## src/rtl/treemux_pkg.sv

```systemverilog
// Shared constants, helpers and types for the treemux tree and its sink FIFO.
package treemux_pkg;

  localparam int TM_WIDTH = 72;

  typedef logic [31:0] tm_cnt_t;

  // Address width that never collapses to zero bits for tiny depths.
  function automatic int clog2_min1(input int n);
    return (n <= 2) ? 1 : $clog2(n);
  endfunction

endpackage

```

## src/rtl/treemux_sink_ctrl.sv

```systemverilog
// Pointer, occupancy and flag control for the treemux sink FIFO.
// Optional statistics counters are built only when TREEMUX_SINK_STATS_EN is defined.
module treemux_sink_ctrl
  import treemux_pkg::*;
#(
  parameter  int DEPTH        = 16,
  parameter  int AFULL_MARGIN = 4,
  localparam int AW           = clog2_min1(DEPTH),
  localparam int CW           = $clog2(DEPTH) + 1
) (
  input  logic          CLK,
  input  logic          RST_N,
  input  logic          valid_in,
  input  logic          ready_in,
  input  logic          clr_overflow,
  output logic          push,
  output logic [AW-1:0] wr_ptr,
  output logic [AW-1:0] rd_ptr,
  output logic          valid_out,
  output logic          almost_full,
  output logic [CW-1:0] count,
  output logic          overflow
`ifdef TREEMUX_SINK_STATS_EN
  ,
  output tm_cnt_t       push_cnt,
  output tm_cnt_t       drop_cnt
`endif
);

  localparam logic [CW-1:0] C_DEPTH = CW'(DEPTH);
  localparam logic [CW-1:0] C_AFULL = CW'(DEPTH - AFULL_MARGIN);

  logic [AW-1:0] r_wr_ptr;
  logic [AW-1:0] r_rd_ptr;
  logic [CW-1:0] r_count;
  logic          r_overflow;
  logic          w_pop;
  logic          w_push;
  logic          w_drop;

  // Handshake: a word transfers on any cycle where valid_out && ready_in;
  // the source side has no ready, so a full FIFO without a pop drops the word.
  assign valid_out   = (r_count != '0);
  assign w_pop       = valid_out && ready_in;
  assign w_push      = valid_in && ((r_count < C_DEPTH) || w_pop);
  assign w_drop      = valid_in && !w_push;
  assign almost_full = (r_count >= C_AFULL);

  always_ff @(posedge CLK or negedge RST_N) begin
    if (!RST_N) begin
      r_wr_ptr   <= '0;
      r_rd_ptr   <= '0;
      r_count    <= '0;
      r_overflow <= 1'b0;
    end else begin
      if (w_push) r_wr_ptr <= r_wr_ptr + 1'b1;
      if (w_pop)  r_rd_ptr <= r_rd_ptr + 1'b1;
      if (w_push && !w_pop)      r_count <= r_count + 1'b1;
      else if (w_pop && !w_push) r_count <= r_count - 1'b1;
      // A drop in the same cycle as a clear wins, so no loss goes unreported.
      if (w_drop)            r_overflow <= 1'b1;
      else if (clr_overflow) r_overflow <= 1'b0;
    end
  end

`ifdef TREEMUX_SINK_STATS_EN
  tm_cnt_t r_push_cnt;
  tm_cnt_t r_drop_cnt;

  always_ff @(posedge CLK or negedge RST_N) begin
    if (!RST_N) begin
      r_push_cnt <= '0;
      r_drop_cnt <= '0;
    end else begin
      if (w_push && (r_push_cnt != '1)) r_push_cnt <= r_push_cnt + 32'd1;
      if (w_drop && (r_drop_cnt != '1)) r_drop_cnt <= r_drop_cnt + 32'd1;
    end
  end

  assign push_cnt = r_push_cnt;
  assign drop_cnt = r_drop_cnt;
`endif

  assign push     = w_push;
  assign wr_ptr   = r_wr_ptr;
  assign rd_ptr   = r_rd_ptr;
  assign count    = r_count;
  assign overflow = r_overflow;

endmodule

```

## src/rtl/treemux_sink_fifo.sv

```systemverilog
// FWFT elastic buffer turning the treemux valid-only stream into valid/ready.
// TREEMUX_SINK_STATS_EN adds push_cnt/drop_cnt statistics outputs.
module treemux_sink_fifo
  import treemux_pkg::*;
#(
  parameter  int WIDTH        = TM_WIDTH,
  parameter  int DEPTH        = 16,
  parameter  int AFULL_MARGIN = 4,
  localparam int CW           = $clog2(DEPTH) + 1
) (
  input  logic             CLK,
  input  logic             RST_N,
  input  logic [WIDTH-1:0] data_in,
  input  logic             valid_in,
  output logic [WIDTH-1:0] data_out,
  output logic             valid_out,
  input  logic             ready_in,
  output logic             almost_full,
  output logic [CW-1:0]    count,
  output logic             overflow,
  input  logic             clr_overflow
`ifdef TREEMUX_SINK_STATS_EN
  ,
  output tm_cnt_t          push_cnt,
  output tm_cnt_t          drop_cnt
`endif
);

  localparam int AW = clog2_min1(DEPTH);

  logic [WIDTH-1:0] r_mem [DEPTH];
  logic             w_push;
  logic [AW-1:0]    w_wr_ptr;
  logic [AW-1:0]    w_rd_ptr;

  treemux_sink_ctrl #(
    .DEPTH        (DEPTH),
    .AFULL_MARGIN (AFULL_MARGIN)
  ) u_ctrl (
    .CLK          (CLK),
    .RST_N        (RST_N),
    .valid_in     (valid_in),
    .ready_in     (ready_in),
    .clr_overflow (clr_overflow),
    .push         (w_push),
    .wr_ptr       (w_wr_ptr),
    .rd_ptr       (w_rd_ptr),
    .valid_out    (valid_out),
    .almost_full  (almost_full),
    .count        (count),
    .overflow     (overflow)
`ifdef TREEMUX_SINK_STATS_EN
    ,
    .push_cnt     (push_cnt),
    .drop_cnt     (drop_cnt)
`endif
  );

  // Storage is deliberately unreset; valid_out masks stale contents.
  always_ff @(posedge CLK) begin
    if (w_push) r_mem[w_wr_ptr] <= data_in;
  end

  assign data_out = r_mem[w_rd_ptr];

endmodule

```

## config.mk

```make
export PLATFORM = sky130hd
export DESIGN_NAME = treemux_sink_fifo
export DESIGN_NICKNAME = d
export VERILOG_FILES = /design/src/rtl/treemux_pkg.sv /design/src/rtl/treemux_sink_ctrl.sv /design/src/rtl/treemux_sink_fifo.sv
export SDC_FILE = /design/constraint.sdc
export NUM_CORES = 1
export LEC_CHECK = 0
export ABC_AREA = 1
export CORE_MARGIN = 1.5
export CORE_UTILIZATION = 45
export CTS_CLUSTER_SIZE = 10
export DETAILED_ROUTE_END_ITERATION = 8
export PLACE_DENSITY_LB_ADDON = 0.08
export SLEW_MARGIN = 20
export SYNTH_ARGS = -nofsm -noshare
export SYNTH_HDL_FRONTEND = slang
export SYNTH_SLANG_ARGS = --single-unit
export TNS_END_PERCENT = 30
```

## constraint.sdc

```tcl
create_clock -name CLK -period 9.3 [get_ports CLK]
set_clock_uncertainty 0.05 [all_clocks]
set_input_delay 1.86 -clock CLK [delete_from_list [all_inputs] [get_ports CLK]]
set_output_delay 1.86 -clock CLK [all_outputs]
set_load 0.005 [all_outputs]
```

* After elaboration in Yosys (flattened, before gate mapping)
Memories as Yosys holds them, arrays and structs flattened. Index checks and enable logic that the tools add are counted.
Storage, ports and cells: flip-flop bits (word level) 14, bits in writable memories 1152, bits of input ports 77, output and inout bits 80, word-level logic and storage cells 28, memories kept 1
Memories:
- r_mem | words 16, width 72, rd ports 1, clocked after Yosys merged registers in 0, write ports 1, line treemux_sink_fifo.sv:31 | logic [WIDTH-1:0] r_mem [DEPTH];
Cells by class: $add $sub $neg 4, order comparisons 2, muxes and demuxes 6, reductions and logical operators 11
Operators by type and width (count):
- $mux 5 | 2
- $add 4x1->4 const B | 2
- $add 5x1->5 const B | 1
- $ge 5x4->1 const B | 1
- $logic_and 1x1->1 | 5
- $lt 5x5->1 const B | 1
- $reduce_bool 5->1 | 1
- $sub 5x1->5 const B | 1
- $mux 1 | 4
- $reduce_bool 2->1 | 2
- $logic_not 1->1 | 2
- $logic_or 1x1->1 | 1

* Logic depth before layout (Yosys ltp)
Gate-level depths: netlist of run 1.
word-level depth 8, mapped depth 15, depth with buffers taken out 14

* Hierarchy
Synthesis of run 1 repeated with hierarchy kept, for this count alone.
Unflattened totals: cell total of the unflattened synthesis 4756, area, all modules 50166.9 um2
Modules (own cells, without submodules):
- treemux_sink_fifo | instances 1, cells an instance 4659, area an instance 49331.1 um2, sequential area each 34593.2 um2
- treemux_sink_ctrl | instances 1, cells an instance 97, area an instance 835.8 um2, sequential area each 350.3 um2

* Worst setup path before layout of run 1
OpenSTA, ideal clock, no wires.
path type input -> register, start point input port ready_in, end point memory r_mem[11][0] in the netlist's numbering, enable pin, library setup time 503 ps, arrival time 5417 ps, data required time 8747 ps, slack 3330 ps, cell stages on the path 4, path buffers 0, path through inv_1 -> a21boi_2 -> nand2_1 -> nor2_1
Between the ends: cells in the longest elaborated chain, start to end 5
RTL lines:
- start, declared | line treemux_sink_fifo.sv:17 | input logic ready_in,
- $logic_and 1x1->1 | line treemux_sink_ctrl.sv:44 | assign w_pop = valid_out && ready_in;
- $logic_or 1x1->1 | line treemux_sink_ctrl.sv:45 | assign w_push = valid_in && ((r_count < C_DEPTH) || w_pop);
- $logic_and 1x1->1 | line treemux_sink_ctrl.sv:45
- net u_ctrl.push | line treemux_sink_ctrl.sv:16 | output logic push,
- $mux 1 | line treemux_sink_fifo.sv:61 | if (w_push) r_mem[w_wr_ptr] <= data_in;
- $mux 1 (implied by the code) | line treemux_sink_fifo.sv:61
- end, declared | line treemux_sink_fifo.sv:31
The timed path passes the listed nets, and every way through them passes these cells.

* Worst setup path in the final report of run 1
start point register u_ctrl.r_rd_ptr[0], in the netlist u_ctrl.rd_ptr[0], end point output port data_out[65]
Between the ends: cells in the longest elaborated chain, start to end 1
RTL lines:
- start, declared | line treemux_sink_ctrl.sv:34 | logic [AW-1:0] r_rd_ptr;
- start signal, assigned | line treemux_sink_ctrl.sv:57 | if (w_pop) r_rd_ptr <= r_rd_ptr + 1'b1;
- $mem_v2 16x72
- end, declared | line treemux_sink_fifo.sv:15 | output logic [WIDTH-1:0] data_out,
No other way between the ends.

==> results of run 1 <==
## cell usage in the layout, fill, tap and decap left out, drive strengths merged
cell,netlist,layout
nand3,440,440
edfxtp,1152,1152
o21ai,8,8
clkbuf,79,174
clkinv,0,8
buf,141,49
nor2,454,454
a21boi,1,1
nand2,1832,1832
ha,10,10
nand3b,1,1
dfrtp,14,14
nand4,2,2
xor2,6,6
clkdlybuf4s50,0,156
xnor2,3,3
inv,452,456
diode,0,7
fa,1,1
## flip-flops by register name (all words and copies together) (netlist names)
signal and count:
u_ctrl.wr_ptr 4, u_ctrl.overflow 1, r_mem 1152, u_ctrl.count 5
u_ctrl.rd_ptr 4
## how the worst min path moves through the flow
stage	from	to	slack [ns]	depth (start not counted)
3_3_place_gp	u_ctrl.overflow	u_ctrl.overflow	0.46	2
4_1_cts	u_ctrl.count[0]	u_ctrl.count[0]	0.48	1
6_report	u_ctrl.count[0]	u_ctrl.count[0]	0.47	1
2_1_floorplan	u_ctrl.count[0]	u_ctrl.count[0]	0.46	1
3_5_place_dp	u_ctrl.count[0]	u_ctrl.count[0]	0.47	1
5_1_grt	u_ctrl.count[0]	u_ctrl.count[0]	0.53	1
## Yosys cell counts (all sizes together)
library cell  number  share of area
clkbuf            79         0.0061
fa                 1        0.00041
ha                10         0.0026
nand3            440          0.045
a21boi             1        0.00023
buf              141          0.014
nor2             454          0.035
xnor2              3        0.00054
nand2           1832           0.14
o21ai              8        0.00082
dfrtp             14         0.0072
nand3b             1        0.00015
nand4              2        0.00026
xor2               6         0.0011
edfxtp          1152           0.71
inv              452          0.035
## worst max-delay path, cell delays in order, from the launching register on
cell	delay, ns
dfrtp_4	0.82
buf_12	0.69
buf_4	0.88
nand2_1	0.12
nand3_1	0.13
nand2_1	0.06
nor2_1	0.11
nand2_1	0.05
nand2_1	0.14
clkdlybuf4s50_1	0.53
## logic make-up (layout without fill, tap and decap cells)
group / count (synthesis) / in the layout / share of synthesized area
AO/OA/AOI/OAI: 9 / 9 / 0.00105
flip-flops: 1166 / 1166 / 0.717
buffers and inverters: 672 / 843 / 0.0549
AND/OR/NAND/NOR: 2729 / 2729 / 0.222
other: 0 / 7 / 0
XOR/XNOR: 9 / 9 / 0.00162
adder cells (fa/ha/maj): 11 / 11 / 0.00298
## report_power, final
part | internal [uW] | switching, uW | total (uW)
registers | 6250 | 226 | 6470
clock network | 2770 | 1980 | 4750
logic | 1860 | 3740 | 5600
total | 10900 | 5950 | 16800
## layout make-up
cell class	count	area share
clock buffer	174	0.0669
inverter	452	0.0310
tap	1403	0.0316
sequential	1166	0.629
multi-input combinational	2758	0.202
clock inverter	12	0.00189
timing repair buffer	205	0.0375
antenna	7	0.000315
## stage by stage
step | std cells | hold slack, ns | worst slack (ns) | total power, uW | instance area [sq um]
2_1_floorplan | 4596 | 0.456 | 3.33 | 9880 | 48700
3_3_place_gp | 5982 | 0.465 | 3.60 | 12200 | 51700
3_5_place_dp | 5982 | 0.467 | 3.59 | 12300 | 51700
4_1_cts | 6168 | 0.478 | 2.77 | 17000 | 55500
5_1_grt | 6174 | 0.526 | 2.55 | 17800 | 55600
6_report | 6177 | 0.473 | 2.87 | 16800 | 55600
## routing by layer
layer,up-vias,GRT usage,share of wire
li1,15100,-,-
met1,14700,0.295,0.44
met2,650,0.379,0.49
met3,188,0.0325,0.044
met4,2,0.0766,0.028
met5,-,0,0.00011
==> impl_metrics.toml, run 1 <==
[place]
dp_hpwl_um = 57600
numPortBuffers = 156
gp_congestion = 0.718

[logic_synthesis]
netlist_instances = 4596
ys_seq_area_frac = 0.717
synth_nets = 4684
synth_cell_types = 20
netlist_area_sq_mm = 0.0487
ys_ff_latch = 1166
yosysWarnings = 0
post_synth.cell_area_avg_sq_um = 10.6

[setup_path]
worstSetupPathType = "register to primary output"
required_ns = 7.39
end_kind = "primary output"
cp-startpoint = "u_ctrl.rd_ptr[0]"
regToRegEndpoint = "r_mem[13][35]"
r2r_slack_ns = 5.73
critPathArrivalTime_ns = 4.52
r2r_start = "u_ctrl.count[4]"
crit_fanout = 202
worstSetupStartpointType = "register"
crit_path_end = "data_out[65]"
reg2regPathDepth = 5

[sta]
finalWorstPathRequiredPeriod_ns = 6.43
max_freq_ghz = 0.156
hold_viol = 0
slew_violations = 0
period_share = 0.691
tightest_slew_ns = 1.10
setup_violations = 0
grt_setup_unrepaired = "no"
fin_setup_tns_ns = 0
relSlewSlack = 0.269

[final_layout]
utilization = 0.518
layout.area.seq_sq_mm = 0.0350
drive_gt1_frac = 0.0478
syn2layout_area_growth_pct = 14.1
num-fill-cells = 9432
multi_input_area_sq_mm = 0.0112
num-nets-final = 4808

[run_status]
status = "finished, final reports clean"

[clocking]
postCtsSetupBuffers = 0
cts_max_path_buffers = 3
clock_latency_ns = 0.72
cts.sinks = 1166
root_buffer = "clkbuf_16"
cts_tree = "yes"
clk_pin_slew_ns = 0.05
cts_buffers = 137
cts_hold_buf = 0
ctsResizeCount = 0
htree_num_levels = 4

[global_route]
grt_max_degree = 217
grt_pass1_wl_um = 185000
antenna_found_initial = 7
grt_pass1_vias = 29400
groute.usage.overall = 0.224
overflow = 0

[floorplan]
ioPinCount = 157
fp.dieArea_sq_mm = 0.110
die_h_um = 332
core_area_sq_mm = 0.107
placement_rows = 120
initial_core_util = 0.454
dieWidth_um = 332

[routing]
postRouteAntennaNets = 0
routedWlPerCell_um = 19.9
vias_per_cell = 4.97
vias = 30700
drcViolationCount = 0
drt_iter0_drc = 2379
routed_wl_um = 123000
firstDrtPassIters = 5

[power]
p_leak_uw = 0.0223
irDropWorstVdd_v = 0.000288
powerDensity_mw_per_mm2 = 303

[run]
drv_cap = 0

[hold_path]
worstHoldPathType = "register to register"
Note: power is estimated with default switching activity, not from simulation.
==> inputs of run 2 (changes only) <==
- clock period: 9.3 -> 6.3 ns (I/O delays scaled with it)
==> run 2 against run 1 <==
Net effect: power rose by 48%; utilization rose by 0.25 points; register-to-register slack got worse by 2.6 ns; sequential share of layout area fell by 0.30 points; largest cell class unchanged; setup slack got worse by 1.8 ns; final cell count rose by 0.19%.
==> impl_metrics.toml, run 2 (synthesis results as in run 1) <==
[global_route]
grt_max_degree = 215
grt_pass1_vias = 29800
groute.usage.overall = 0.225
antenna_found_initial = 3
grt_pass1_wl_um = 187000
overflow = 0

[setup_path]
required_ns = 4.99
crit_top_cell = "nand2_1"
crit_family = "buffers and inverters"
worstSetupPathType = "register to primary output"
end_kind = "primary output"
critPathArrivalTime_ns = 3.88
max_stage_delay_ns = 0.75
worstSetupStartpointType = "register"
cpMaxStageDelayCell = "dfrtp_4"
worst-path-buf-inv = 3
path_cells = "inv_8 > buf_12 > nand2_1 > nand3_1 > nand2_1 > nor2_1 > nand2_1 > nand2_1 > clkdlybuf4s50_1"
crit_fanout = 115

[floorplan]
dieWidth_um = 332
fp.dieArea_sq_mm = 0.110
placement_rows = 120
initial_core_util = 0.454
ioPinCount = 157
die_h_um = 332
core_area_sq_mm = 0.107

[final_layout]
num-nets-final = 4825
final_common_cell = "nand2_1"
drive_gt1_frac = 0.0514
num-fill-cells = 9547
largest_reg_flops = 1152
top_register = "r_mem"
utilization = 0.521
layout_common_cells = "nand2_1, edfxtp_1, inv_1, nand3_1, nor2_1"
syn2layout_area_growth_pct = 14.6

[sta]
period_share = 0.824
fin_setup_tns_ns = 0
max_freq_ghz = 0.193
relSlewSlack = 0.241
worst_slack_ns = 1.11
grt_setup_unrepaired = "no"
setup_violations = 0
finalWorstPathRequiredPeriod_ns = 5.19
slew_violations = 0
hold_viol = 0
tightest_slew_ns = 1.14

[power]
p_leak_uw = 0.0224
powerDensity_mw_per_mm2 = 446
irDropWorstVdd_v = 0.000366

[clocking]
clk_pin_slew_ns = 0.05
postCtsSetupBuffers = 0
cts_hold_buf = 0
clock_latency_ns = 0.72
cts.sinks = 1166
htree_num_levels = 4
root_buffer = "clkbuf_16"
cts_tree = "yes"
ctsResizeCount = 0
cts_max_path_buffers = 3
cts_buffers = 137

[routing]
vias_per_cell = 5.01
drt_iter0_drc = 2251
drcViolationCount = 0
routed_wl_um = 124000
vias = 31000
firstDrtPassIters = 5
postRouteAntennaNets = 0
routedWlPerCell_um = 20.0

[place]
gp_congestion = 0.739
numPortBuffers = 156
pre_cts_ws_ns = 1.63
dp_hpwl_um = 61900

[run]
drv_cap = 0

[run_status]
status = "finished, final reports clean"

[hold_path]
worstHoldPathType = "register to register"
## run 2: cell types whose count changed in the layout (fill, tap and decap cells not counted), moves of 3 or more
cell,change
diode_2,-5
clkbuf_8,+3
buf_12,+15
buf_4,+3
clkbuf_1,-3
## run 2: final cells by class
class | count | area, sq um | share of cell area
flip-flops and latches | 1166 | 35000 | 0.626
multi-input cells | 2758 | 11200 | 0.201
clock buffers | 173 | 3720 | 0.0667
repair buffers | 222 | 2360 | 0.0423
well taps | 1403 | 1760 | 0.0314
inverters | 452 | 1720 | 0.0308
clock inverters | 13 | 104 | 0.00186
diodes | 2 | 5.00 | 0.0000896
## run 2: worst min-delay path, stage by stage, from the launching register on
cell,delay (ns)
dfrtp_1,0.38
inv_1,0.05
o21ai_0,0.06
## run 2: final timing paths
kind / start / endpoint / slack [ns] / cells after the start
worst max-delay path: u_ctrl.rd_ptr[0] / data_out[22] / 1.11 / 9
worst min-delay path: u_ctrl.overflow / u_ctrl.overflow / 0.49 / 2
worst max register to register: u_ctrl.count[4] / r_mem[4][17] / 3.16 / 4
worst min register to register: u_ctrl.overflow / u_ctrl.overflow / 0.49 / 2
max in group asynchronous: RST_N / u_ctrl.rd_ptr[3] / 4.76 / 1
min in group asynchronous: RST_N / u_ctrl.rd_ptr[2] / 0.91 / 1
## run 2: per-layer routing
metal  vias to the layer above  track usage  routed length (um)
li1                      15200            -                   -
met1                     15100        0.305               55400
met2                       595        0.384               61500
met3                       163       0.0304                4890
met4                         0       0.0576                2190
met5                         -            0                   0
## run 2: where the power goes
part	switching [uW]	total [uW]	internal (uW)	leakage (uW)
Clock	2910	7000	4090	0.00186
Sequential	276	9500	9220	0.0106
Combinational	5580	8380	2800	0.00998
Total	8760	24900	16100	0.0224
## run 2: through the flow
step / hold WS [ns] / instances / area, sq um / total power, uW
after floorplan: 0.456 / 4596 / 48700 / 14600
after global placement: 0.469 / 6001 / 52000 / 18100
after detailed placement: 0.477 / 6001 / 52000 / 18200
after CTS: 0.488 / 6187 / 55800 / 25200
after global routing: 0.517 / 6188 / 55800 / 26400
final: 0.486 / 6189 / 55800 / 24900
==> inputs of run 3 (changes only) <==
- clock period: 6.3 -> 5.4 ns (I/O delays scaled with it)
==> run 3 against run 2 <==
Net effect: sequential power increased by 17%; first-iteration DRC count increased by 1.4%; non-clock buffer count increased by 3; via count decreased by 0.52%; critical endpoint is now data_out[5]; critical path depth unchanged; sequential share of layout area about the same; clock power increased by 14%; final cell count decreased by 0.15%; setup slack got worse by 0.59 ns; power increased by 16%; combinational power increased by 18%.
==> impl_metrics.toml, run 3 (synthesis results as in run 1) <==
[sta]
tightest_slew_ns = 1.06
hold_viol = 0
grt_setup_unrepaired = "no"
slew_violations = 0
max_freq_ghz = 0.205
setup_violations = 0
finalWorstPathRequiredPeriod_ns = 4.88
worst_slack_ns = 0.522
relSlewSlack = 0.291
period_share = 0.903
fin_setup_tns_ns = 0

[run_status]
status = "finished, final reports clean"

[place]
numPlacedInstances = 6004
numPortBuffers = 156
gp_congestion = 0.738
dp_hpwl_um = 60400
pre_cts_ws_ns = 1.27

[setup_path]
cpMaxStageDelayCell = "dfrtp_4"
required_ns = 4.27
crit_fanout = 53
end_kind = "primary output"
crit_family = "buffers and inverters"
worstSetupStartpointType = "register"
cp-startpoint = "u_ctrl.rd_ptr[1]"
r2r_start = "u_ctrl.count[4]"
max_stage_delay_ns = 0.84
worstSetupPathType = "register to primary output"
critPathArrivalTime_ns = 3.75
path_cells = "nand2_1 > inv_6 > buf_12 > nand2_1 > nor2_1 > nor2_1 > nand2_1 > nand2_1 > clkdlybuf4s50_1"
crit_top_cell = "nand2_1"
worst-path-buf-inv = 3

[hold_path]
worstHoldPathType = "register to register"
hp-start = "u_ctrl.overflow"

[clocking]
htree_num_levels = 4
cts_hold_buf = 0
cts_tree = "yes"
cts.sinks = 1166
postCtsSetupBuffers = 0
clock_latency_ns = 0.73
clk_pin_slew_ns = 0.05
ctsResizeCount = 0
cts_buffers = 138
cts_max_path_buffers = 3
root_buffer = "clkbuf_16"

[final_layout]
multi_input_area_sq_mm = 0.0112
final_common_cell = "nand2_1"
layout.area.seq_sq_mm = 0.0350
num-nets-final = 4829
top_register = "r_mem"
num-fill-cells = 9406
layout_common_cells = "nand2_1, edfxtp_1, inv_1, nand3_1, nor2_1"
syn2layout_area_growth_pct = 14.6
largest_reg_flops = 1152
fin_cells = 6180
drive_gt1_frac = 0.0507

[routing]
routedWlPerCell_um = 20.2
firstDrtPassIters = 6
vias = 30800
vias_per_cell = 4.99
routed_wl_um = 125000
drt_iter0_drc = 2283
postRouteAntennaNets = 0
drcViolationCount = 0

[power]
powerDensity_mw_per_mm2 = 519
p_leak_uw = 0.0224
switchingPower_uw = 10200
p_int_uw = 18700
combPwrFrac = 0.341
irDropWorstVdd_v = 0.000406
p_sw_frac = 0.353
pwr-share-seq = 0.382
p_clk_frac = 0.277

[floorplan]
initial_core_util = 0.454
fp.dieArea_sq_mm = 0.110
placement_rows = 120
die_h_um = 332
dieWidth_um = 332
ioPinCount = 157
core_area_sq_mm = 0.107

[global_route]
overflow = 0
groute.usage.overall = 0.227
antenna_found_initial = 5
grt_pass1_vias = 29800
grt_max_degree = 152
grt_pass1_wl_um = 188000

[run]
drv_cap = 0
==> run 3: cell count changes in the layout (fill, tap and decap cells not counted), sizes merged <==
cell	previous run	this run
inv	458	454
bufinv	0	1
clkinv	7	9
buf	66	69
clkbuf	173	160
diode	2	4
==> run 3: tightest hold or removal path, delay by kind of cell (launching register included) <==
kind                   cells  cell delay, ns
buffers and inverters      1            0.05
flip-flops                 1            0.37
AO/OA/AOI/OAI              1            0.06
==> run 3: power by group through the flow <==
stage / sequential (uW) / clock [uW] / combinational [uW]
after floorplan: 11200 / 0 / 5860
after global placement: 11200 / 0 / 10000
after detailed placement: 11300 / 0 / 10000
after CTS: 11100 / 8190 / 10100
after global routing: 11100 / 8500 / 11000
final: 11100 / 8010 / 9890
==> run 3: final timing paths <==
path,end,slack [ns],cells after the start
max reg2reg,r_mem[2][36],2.55,4
min,u_ctrl.overflow,0.48,2
max in group asynchronous,u_ctrl.rd_ptr[0],4.06,1
min reg2reg,u_ctrl.overflow,0.48,2
max,data_out[5],0.52,9
min in group asynchronous,u_ctrl.wr_ptr[0],0.73,1
==> run 3: per-layer routing <==
layer / up-vias / part of all wire / GRT usage
met2: 658 / 0.49 / 0.385
met1: 14800 / 0.45 / 0.306
met5: - / 0.000080 / 0
li1: 15100 / - / -
met3: 169 / 0.040 / 0.0315
met4: 2 / 0.022 / 0.0668
==> run 3: per-stage QoR <==
step	hold WS [ns]	power (uW)	area, sq um	utilization
4_1_cts	0.486	29300	55800	0.520
3_5_place_dp	0.471	21300	52100	0.486
5_1_grt	0.521	30700	55800	0.521
3_3_place_gp	0.461	21300	52100	0.486
6_report	0.480	29000	55800	0.521
2_1_floorplan	0.456	17000	48700	-
==> run 3: final cells by class <==
cell class                 instances  area share
antenna                            4    0.000179
sequential                      1166       0.626
clock buffer                     160      0.0645
timing repair buffer             225      0.0442
tap                             1403      0.0315
inverter                         452      0.0309
clock inverter                    12     0.00152
multi-input combinational       2758       0.201
